**config.mk**
```make
export PLATFORM = sky130hd
export DESIGN_NAME = m68k_bus_master
export DESIGN_NICKNAME = d
export VERILOG_FILES = /design/src/rtl/m68k_bus_pkg.sv /design/src/rtl/m68k_sync2.sv /design/src/rtl/m68k_bus_master.sv
export SDC_FILE = /design/constraint.sdc
export NUM_CORES = 1
export LEC_CHECK = 0
export BUFFER_PORTS_ARGS = -buffer_cell sky130_fd_sc_hd__buf_4
export CORE_ASPECT_RATIO = 1.2
export CORE_MARGIN = 2
export CORE_UTILIZATION = 30
export DETAILED_ROUTE_END_ITERATION = 7
export PLACE_DENSITY = 0.56
export SLEW_MARGIN = 20
export SYNTH_ARGS = -nofsm -noshare
export SYNTH_HDL_FRONTEND = slang
export SYNTH_SLANG_ARGS = --single-unit
```
**constraint.sdc**
```tcl
create_clock -name clk16 -period 4.5 [get_ports clk16]
set_input_delay 1.35 -clock clk16 [delete_from_list [all_inputs] [get_ports clk16]]
set_output_delay 1.35 -clock clk16 [all_outputs]
set_load 0.02 [all_outputs]
```
**src/rtl/m68k_bus_pkg.sv**
```systemverilog
// m68k_bus_pkg: shared definitions for the 68000-style bus initiator.
//   - bus_state_e : bus-cycle sequencer states
//   - ERR_*       : rsp_err completion codes
//   - DEV_*       : chip-select codes shared with the board address decoder
//   - ds_n_from_be: byte enables -> active-low {UDS, LDS}
package m68k_bus_pkg;

    typedef enum logic [2:0] {
        IDLE,
        ADDR,
        ASRT,
        WRDS,
        WAIT,
        DONE,
        RECOV
    } bus_state_e;

    localparam logic [1:0] ERR_OK      = 2'b00;
    localparam logic [1:0] ERR_BERR    = 2'b01;
    localparam logic [1:0] ERR_TIMEOUT = 2'b10;
    localparam logic [1:0] ERR_ILLEGAL = 2'b11;

    localparam logic [1:0] DEV_ROM  = 2'b00;
    localparam logic [1:0] DEV_RAM  = 2'b01;
    localparam logic [1:0] DEV_IO   = 2'b10;
    localparam logic [1:0] DEV_NONE = 2'b11;

    // Width of the WAIT-state timeout counter; TIMEOUT is limited to 2..255.
    localparam int unsigned TO_CNT_W = 8;

    // be[1] selects UDS (D15..8), be[0] selects LDS (D7..0); strobes are active-low.
    function automatic logic [1:0] ds_n_from_be(input logic [1:0] be);
        return ~be;
    endfunction

endpackage

```
**src/rtl/m68k_sync2.sv**
```systemverilog
// m68k_sync2: flip-flop synchroniser for an active-low asynchronous bus input.
// The chain resets to 1 so a terminated-but-released bus line reads as inactive.
//   clk16   in  clock
//   reset_n in  synchronous active-low reset
//   d_n     in  asynchronous active-low input
//   q_n     out synchronised copy
module m68k_sync2 #(
    parameter int unsigned STAGES = 2
) (
    input  logic clk16,
    input  logic reset_n,
    input  logic d_n,
    output logic q_n
);

    logic [STAGES-1:0] sync_ff;

    always_ff @(posedge clk16) begin
        if (!reset_n) begin
            sync_ff <= '1;
        end else begin
            sync_ff <= {sync_ff[STAGES-2:0], d_n};
        end
    end

    assign q_n = sync_ff[STAGES-1];

endmodule

```
**src/rtl/m68k_bus_master.sv**
```systemverilog
// m68k_bus_master: turns one valid/ready request into a single 68000-style
// asynchronous bus cycle (AS/UDS/LDS/RW) terminated by DTACK, BERR or timeout.
//   clk16, reset_n                 clock, synchronous active-low reset
//   req_valid/req_ready            request handshake (ready only in IDLE)
//   req_addr/we/be/wdata           word address, direction, byte lanes, write data
//   rsp_valid/rsp_rdata/rsp_err    completion pulse, last good read data, status
//   bus_addr, bus_addr_oe          address and address/strobe drive enable
//   as_n, uds_n, lds_n, rw         bus strobes and direction (rw=1 read)
//   bus_data_o/oe, bus_data_i      data bus out/enable/in
//   dtack_n, berr_n                asynchronous terminations
// All outputs are registered; each state's outputs are set on the edge that enters it.
module m68k_bus_master
    import m68k_bus_pkg::*;
#(
    parameter int unsigned TIMEOUT     = 64,
    parameter int unsigned SYNC_STAGES = 2
) (
    input  logic        clk16,
    input  logic        reset_n,
    input  logic        req_valid,
    output logic        req_ready,
    input  logic [22:0] req_addr,
    input  logic        req_we,
    input  logic [1:0]  req_be,
    input  logic [15:0] req_wdata,
    output logic        rsp_valid,
    output logic [15:0] rsp_rdata,
    output logic [1:0]  rsp_err,
    output logic [22:0] bus_addr,
    output logic        bus_addr_oe,
    output logic        as_n,
    output logic        uds_n,
    output logic        lds_n,
    output logic        rw,
    output logic [15:0] bus_data_o,
    output logic        bus_data_oe,
    input  logic [15:0] bus_data_i,
    input  logic        dtack_n,
    input  logic        berr_n
);

    localparam logic [TO_CNT_W-1:0] TO_LAST = TO_CNT_W'(TIMEOUT - 1);

    bus_state_e          state;
    logic [1:0]          be_lat;
    logic                we_lat;
    logic [TO_CNT_W-1:0] to_cnt;
    logic                dtack_s;
    logic                berr_s;

    m68k_sync2 #(
        .STAGES (SYNC_STAGES)
    ) u_sync_dtack (
        .clk16   (clk16),
        .reset_n (reset_n),
        .d_n     (dtack_n),
        .q_n     (dtack_s)
    );

    m68k_sync2 #(
        .STAGES (SYNC_STAGES)
    ) u_sync_berr (
        .clk16   (clk16),
        .reset_n (reset_n),
        .d_n     (berr_n),
        .q_n     (berr_s)
    );

    always_ff @(posedge clk16) begin
        if (!reset_n) begin
            state       <= IDLE;
            req_ready   <= 1'b1;
            rsp_valid   <= 1'b0;
            rsp_err     <= ERR_OK;
            rsp_rdata   <= '0;
            bus_addr    <= '0;
            bus_addr_oe <= 1'b0;
            as_n        <= 1'b1;
            uds_n       <= 1'b1;
            lds_n       <= 1'b1;
            rw          <= 1'b1;
            bus_data_o  <= '0;
            bus_data_oe <= 1'b0;
            be_lat      <= '0;
            we_lat      <= 1'b0;
            to_cnt      <= '0;
        end else begin
            rsp_valid <= 1'b0;
            unique case (state)
                IDLE: begin
                    if (req_valid) begin
                        req_ready  <= 1'b0;
                        bus_addr   <= req_addr;
                        bus_data_o <= req_wdata;
                        be_lat     <= req_be;
                        we_lat     <= req_we;
                        if (req_be == 2'b00) begin
                            // No lane selected: report and skip the bus cycle entirely.
                            state     <= DONE;
                            rsp_valid <= 1'b1;
                            rsp_err   <= ERR_ILLEGAL;
                        end else begin
                            state       <= ADDR;
                            bus_addr_oe <= 1'b1;
                            rw          <= ~req_we;
                        end
                    end
                end
                ADDR: begin
                    state <= ASRT;
                    as_n  <= 1'b0;
                    if (we_lat) begin
                        // Data is put on the bus a cycle before the data strobes.
                        bus_data_oe <= 1'b1;
                    end else begin
                        {uds_n, lds_n} <= ds_n_from_be(be_lat);
                    end
                end
                ASRT: begin
                    to_cnt <= '0;
                    if (we_lat) begin
                        state          <= WRDS;
                        {uds_n, lds_n} <= ds_n_from_be(be_lat);
                    end else begin
                        state <= WAIT;
                    end
                end
                WRDS: begin
                    state  <= WAIT;
                    to_cnt <= '0;
                end
                WAIT: begin
                    if (!berr_s || !dtack_s || (to_cnt == TO_LAST)) begin
                        state     <= DONE;
                        as_n      <= 1'b1;
                        uds_n     <= 1'b1;
                        lds_n     <= 1'b1;
                        rsp_valid <= 1'b1;
                    end
                    // BERR takes priority over a DTACK seen on the same edge.
                    if (!berr_s) begin
                        rsp_err <= ERR_BERR;
                    end else if (!dtack_s) begin
                        rsp_err <= ERR_OK;
                        if (!we_lat) begin
                            rsp_rdata <= bus_data_i;
                        end
                    end else if (to_cnt == TO_LAST) begin
                        rsp_err <= ERR_TIMEOUT;
                    end else begin
                        to_cnt <= to_cnt + 1'b1;
                    end
                end
                DONE: begin
                    if (rsp_err == ERR_ILLEGAL) begin
                        state     <= IDLE;
                        req_ready <= 1'b1;
                    end else begin
                        state       <= RECOV;
                        bus_data_oe <= 1'b0;
                    end
                end
                RECOV: begin
                    // Hold the address phase until the responder releases both lines.
                    if (dtack_s && berr_s) begin
                        state       <= IDLE;
                        bus_addr_oe <= 1'b0;
                        rw          <= 1'b1;
                        req_ready   <= 1'b1;
                    end
                end
                default: begin
                    state <= IDLE;
                end
            endcase
        end
    end

endmodule

```
==> summary.md <==
| Metric | Value |
|---|---|
| Status | `completed` |
| Max-cap violations | `0` |
| Setup Crit Path Kind | `input port to flip-flop` |
| Ranking of synthesized cells by area | `dfxtp_1 50%, nand2_1 11%, a21boi_0 9.7%, mux2i_1 4.8%, nor2b_1 3.0%` |
| Commonest cells after routing, fill and taps aside | `129 x buf_4, 94 x nand2_1, 83 x dfxtp_1` |
| Die Wd | `99.95 µm` |
| RSZ-0062 raised after global routing | `false` |
| Vias per cell | `about 4.7` |
| Number of flops mapped to enable cells by yosys | `0` |
| WL met3 | `approximately 550 µm` |
| Worst Clk Skew | `0.006058 ns` |
| Top layer reached by signal wires | `met4` |
| Final global-route overflow total | `0` |
| Slew @ Worst Pin | `1.005 ns` |
| Syn Std Cell Area | `~0.0033 mm²` |
| Main synth FF type | `dfxtp_1` |
| CTS H-tree lvls | `3` |
| Worst EP arrival | `2.80 ns` |
| Register area share after synthesis | `0.5013` |
| Startpoint types | `input port` |
| Drt first pass iters | `4` |
| Post-route DRC | `0` |
| DRT antenna net count | `0` |
| Routed WL | `~8200 µm` |
| First-pass GRT wire length | `between 10000 and 15000 µm` |
| Share of post-route cells with drive strength above 1 | `0.3022` |
| HP Class | `flip-flop to flip-flop` |
| Met2 routed WL | `3783 µm` |
| Clk slew on worst S/H paths | `~0.060 ns` |
| Maximum VDD drop | `0.2610 mV` |
| Setup Total Neg Slack | `0 ns` |
| CTS Buffer Depth | `2` |
| Initial antenna violation count | `0` |
| DP Area | `around 0.0044 mm²` |
| Bufs and invs on worst path | `1` |
| Leading cell type in the layout, fill and taps excluded | `buf_4` |
| Initial DRC count | `between 150 and 200` |
| Core ar. | `about 0.011 mm²` |
| Critical Path Slowest Stage Cell | `or4_1` |
| Area growth syn-to-layout | `39.22%` |
| Final setup fails | `0` |
| # resized after CTS | `0` |
| Tmin final | `2.526 ns` |
| Worst path top cell family by delay | `simple AND/OR/NAND/NOR gates` |
| Port Buf Inserts | `127` |
| CP max stage delay | `~0.53 ns` |
| Crit path max fanout | `about 80` |
| WL per Instance | `~13 µm` |
| Yosys warns | `0` |
| Via count of the first global-routing pass | `approximately 2800` |
| Required time of the worst setup path | `roughly 4.8 ns` |
| Crit end category | `flip-flop` |
| Area leader, netlist | `dfxtp_1` |
| Die height | `about 120 µm` |
| Total track usage | `0.1383` |
| Post-CTS setup repair buffer count | `0` |
| Mean area per synthesized cell | `between 8 and 9 µm²` |
| CTS Buf Count | `9` |
| Post-synthesis cell count | `about 370` |
| Antenna cell count | `0` |
| Hold Worst Slack | `slightly above 0.4 ns` |
| # rows | `42` |
| Placed Cells | `approximately 600` |
| Routability cong. | `around 0.78` |
| I/O Pins | `128` |
| Reg2reg start | `state[2]$_SDFFE_PN0P_` |
| Final hold viol count | `0` |
| Ys async rst share | `0` |
| Final Max Slew Viols | `0` |
| Crit-path cells | `buf_4, nand2_1, or4_1, nand2_1` |
| Yosys top cell area share | `0.5013` |
| Min-Delay Startpoint | `u_sync_berr.sync_ff[0]$_SDFF_PN1_` |
| Post-route cell area | `around 0.0046 mm²` |
| Final core utilization | `0.4242` |
| Post-Layout Cell Count | `~630` |
| Worst-skew pair later-pin latency | `roughly 0.33 ns` |
| Initial Util | `0.3047` |
| Yosys cell types | `44` |
| Leakage power | `a little over 0.002 µW` |
| Max Fclk | `395.9 MHz` |
| Crit path from | `reset_n` |
| Met1 Wirelength | `roughly 3700 µm` |
| Post-synthesis net count | `between 400 and 500` |
| CTS tree | `built` |
| DR vias | `2949` |
| Area of the die | `0.01191 mm²` |
| Fin nets | `552` |
| Period utilization | `0.5613` |
| Cts-stage hold buffer count | `0` |
| Hpwl dp | `5674 µm` |
| Slew HR | `0.3285` |
| CP most frequent cell | `nand2_1` |
| Root Buffer | `clkbuf_16` |
| Cell Pwr Density | `505.3 mW/mm²` |
| #FFs+latches synth | `slightly above 80` |
| Clk sinks | `83` |
| Largest net degree at the start of global routing | `82` |
cells by family (layout without fill, tap and decap cells):
| kind of cell | after synthesis | after routing | share of synthesized area |
|---|---|---|---|
| flops | 83 | 83 | 0.5013 |
| simple gates | 155 | 155 | 0.2212 |
| fa+ha+maj | 1 | 1 | 0.003774 |
| buf+inv | 30 | 151 | 0.03586 |
| xor+xnor | 1 | 1 | 0.002643 |
| compound gates | 86 | 86 | 0.1869 |
| mux | 16 | 16 | 0.04832 |
cell usage after synthesis, drive strengths merged (3+ instances only):
| master | instances |
|---|---|
| a21boi | 43 |
| a21oi | 9 |
| and2 | 4 |
| and3 | 5 |
| buf | 3 |
| clkbuf | 21 |
| dfxtp | 83 |
| inv | 6 |
| mux2i | 16 |
| nand2 | 94 |
| nand2b | 6 |
| nand3 | 4 |
| nand3b | 3 |
| nor2 | 7 |
| nor2b | 16 |
| nor3 | 4 |
| o21ai | 9 |
| o221a | 3 |
| o22ai | 3 |
layer usage:
metal	global-route usage	vias to the layer above
met4	0.06250	0
met1	0.1818	1354
met2	0.2111	88
li1	-	1501
met3	0.03756	6
met5	0	-
path summary, 6_finish.rpt:
| check | to | slack, ns | depth (start not counted) |
|---|---|---|---|
| max reg2reg | rsp_rdata[1]$_SDFFE_PN0P_ | 2.03 | 4 |
| min | u_sync_berr.sync_ff[1]$_SDFF_PN1_ | 0.40 | 1 |
| max | to_cnt[6]$_SDFFE_PN0P_ | 1.97 | 4 |
| min reg2reg | u_sync_berr.sync_ff[1]$_SDFF_PN1_ | 0.40 | 1 |
final cells by class:
class,count,area (µm²)
multi-input cells,259,1534
fillers,1098,6264
well taps,132,165.2
repair buffers,129,968.4
clock buffers,11,232.7
flip-flops and latches,83,1662
clock inverters,5,30.03
inverters,6,22.52
power breakdown:
| part | switching, µW | total (µW) | leakage, µW | internal (µW) |
|---|---|---|---|---|
| clock network | 290 | 661 | 0.000125 | 371 |
| logic | 414 | 712 | 0.00123 | 298 |
| registers | 107 | 959 | 0.000677 | 852 |
per-stage QoR:
| stage | setup slack (ns) | total power, µW |
|---|---|---|
| 6_report | 1.974 | 2332 |
| 5_1_grt | 1.804 | 2485 |
| 4_1_cts | 1.991 | 2364 |
| 3_5_place_dp | 1.636 | 1697 |
| 3_3_place_gp | 1.664 | 1687 |
| 2_1_floorplan | 2.144 | 1411 |
state kept, by name, indices dropped and copies added, names as in the netlist:
signal	flops
bus_addr	23
bus_data_o	16
rsp_rdata	16
to_cnt	8
state	3
be_lat	2
rsp_err	2
u_sync_berr.sync_ff	2
u_sync_dtack.sync_ff	2
as_n	1
bus_addr_oe	1
bus_data_oe	1
lds_n	1
req_ready	1
rsp_valid	1
rw	1
uds_n	1
we_lat	1
Note: power is estimated with default switching activity, not from simulation.
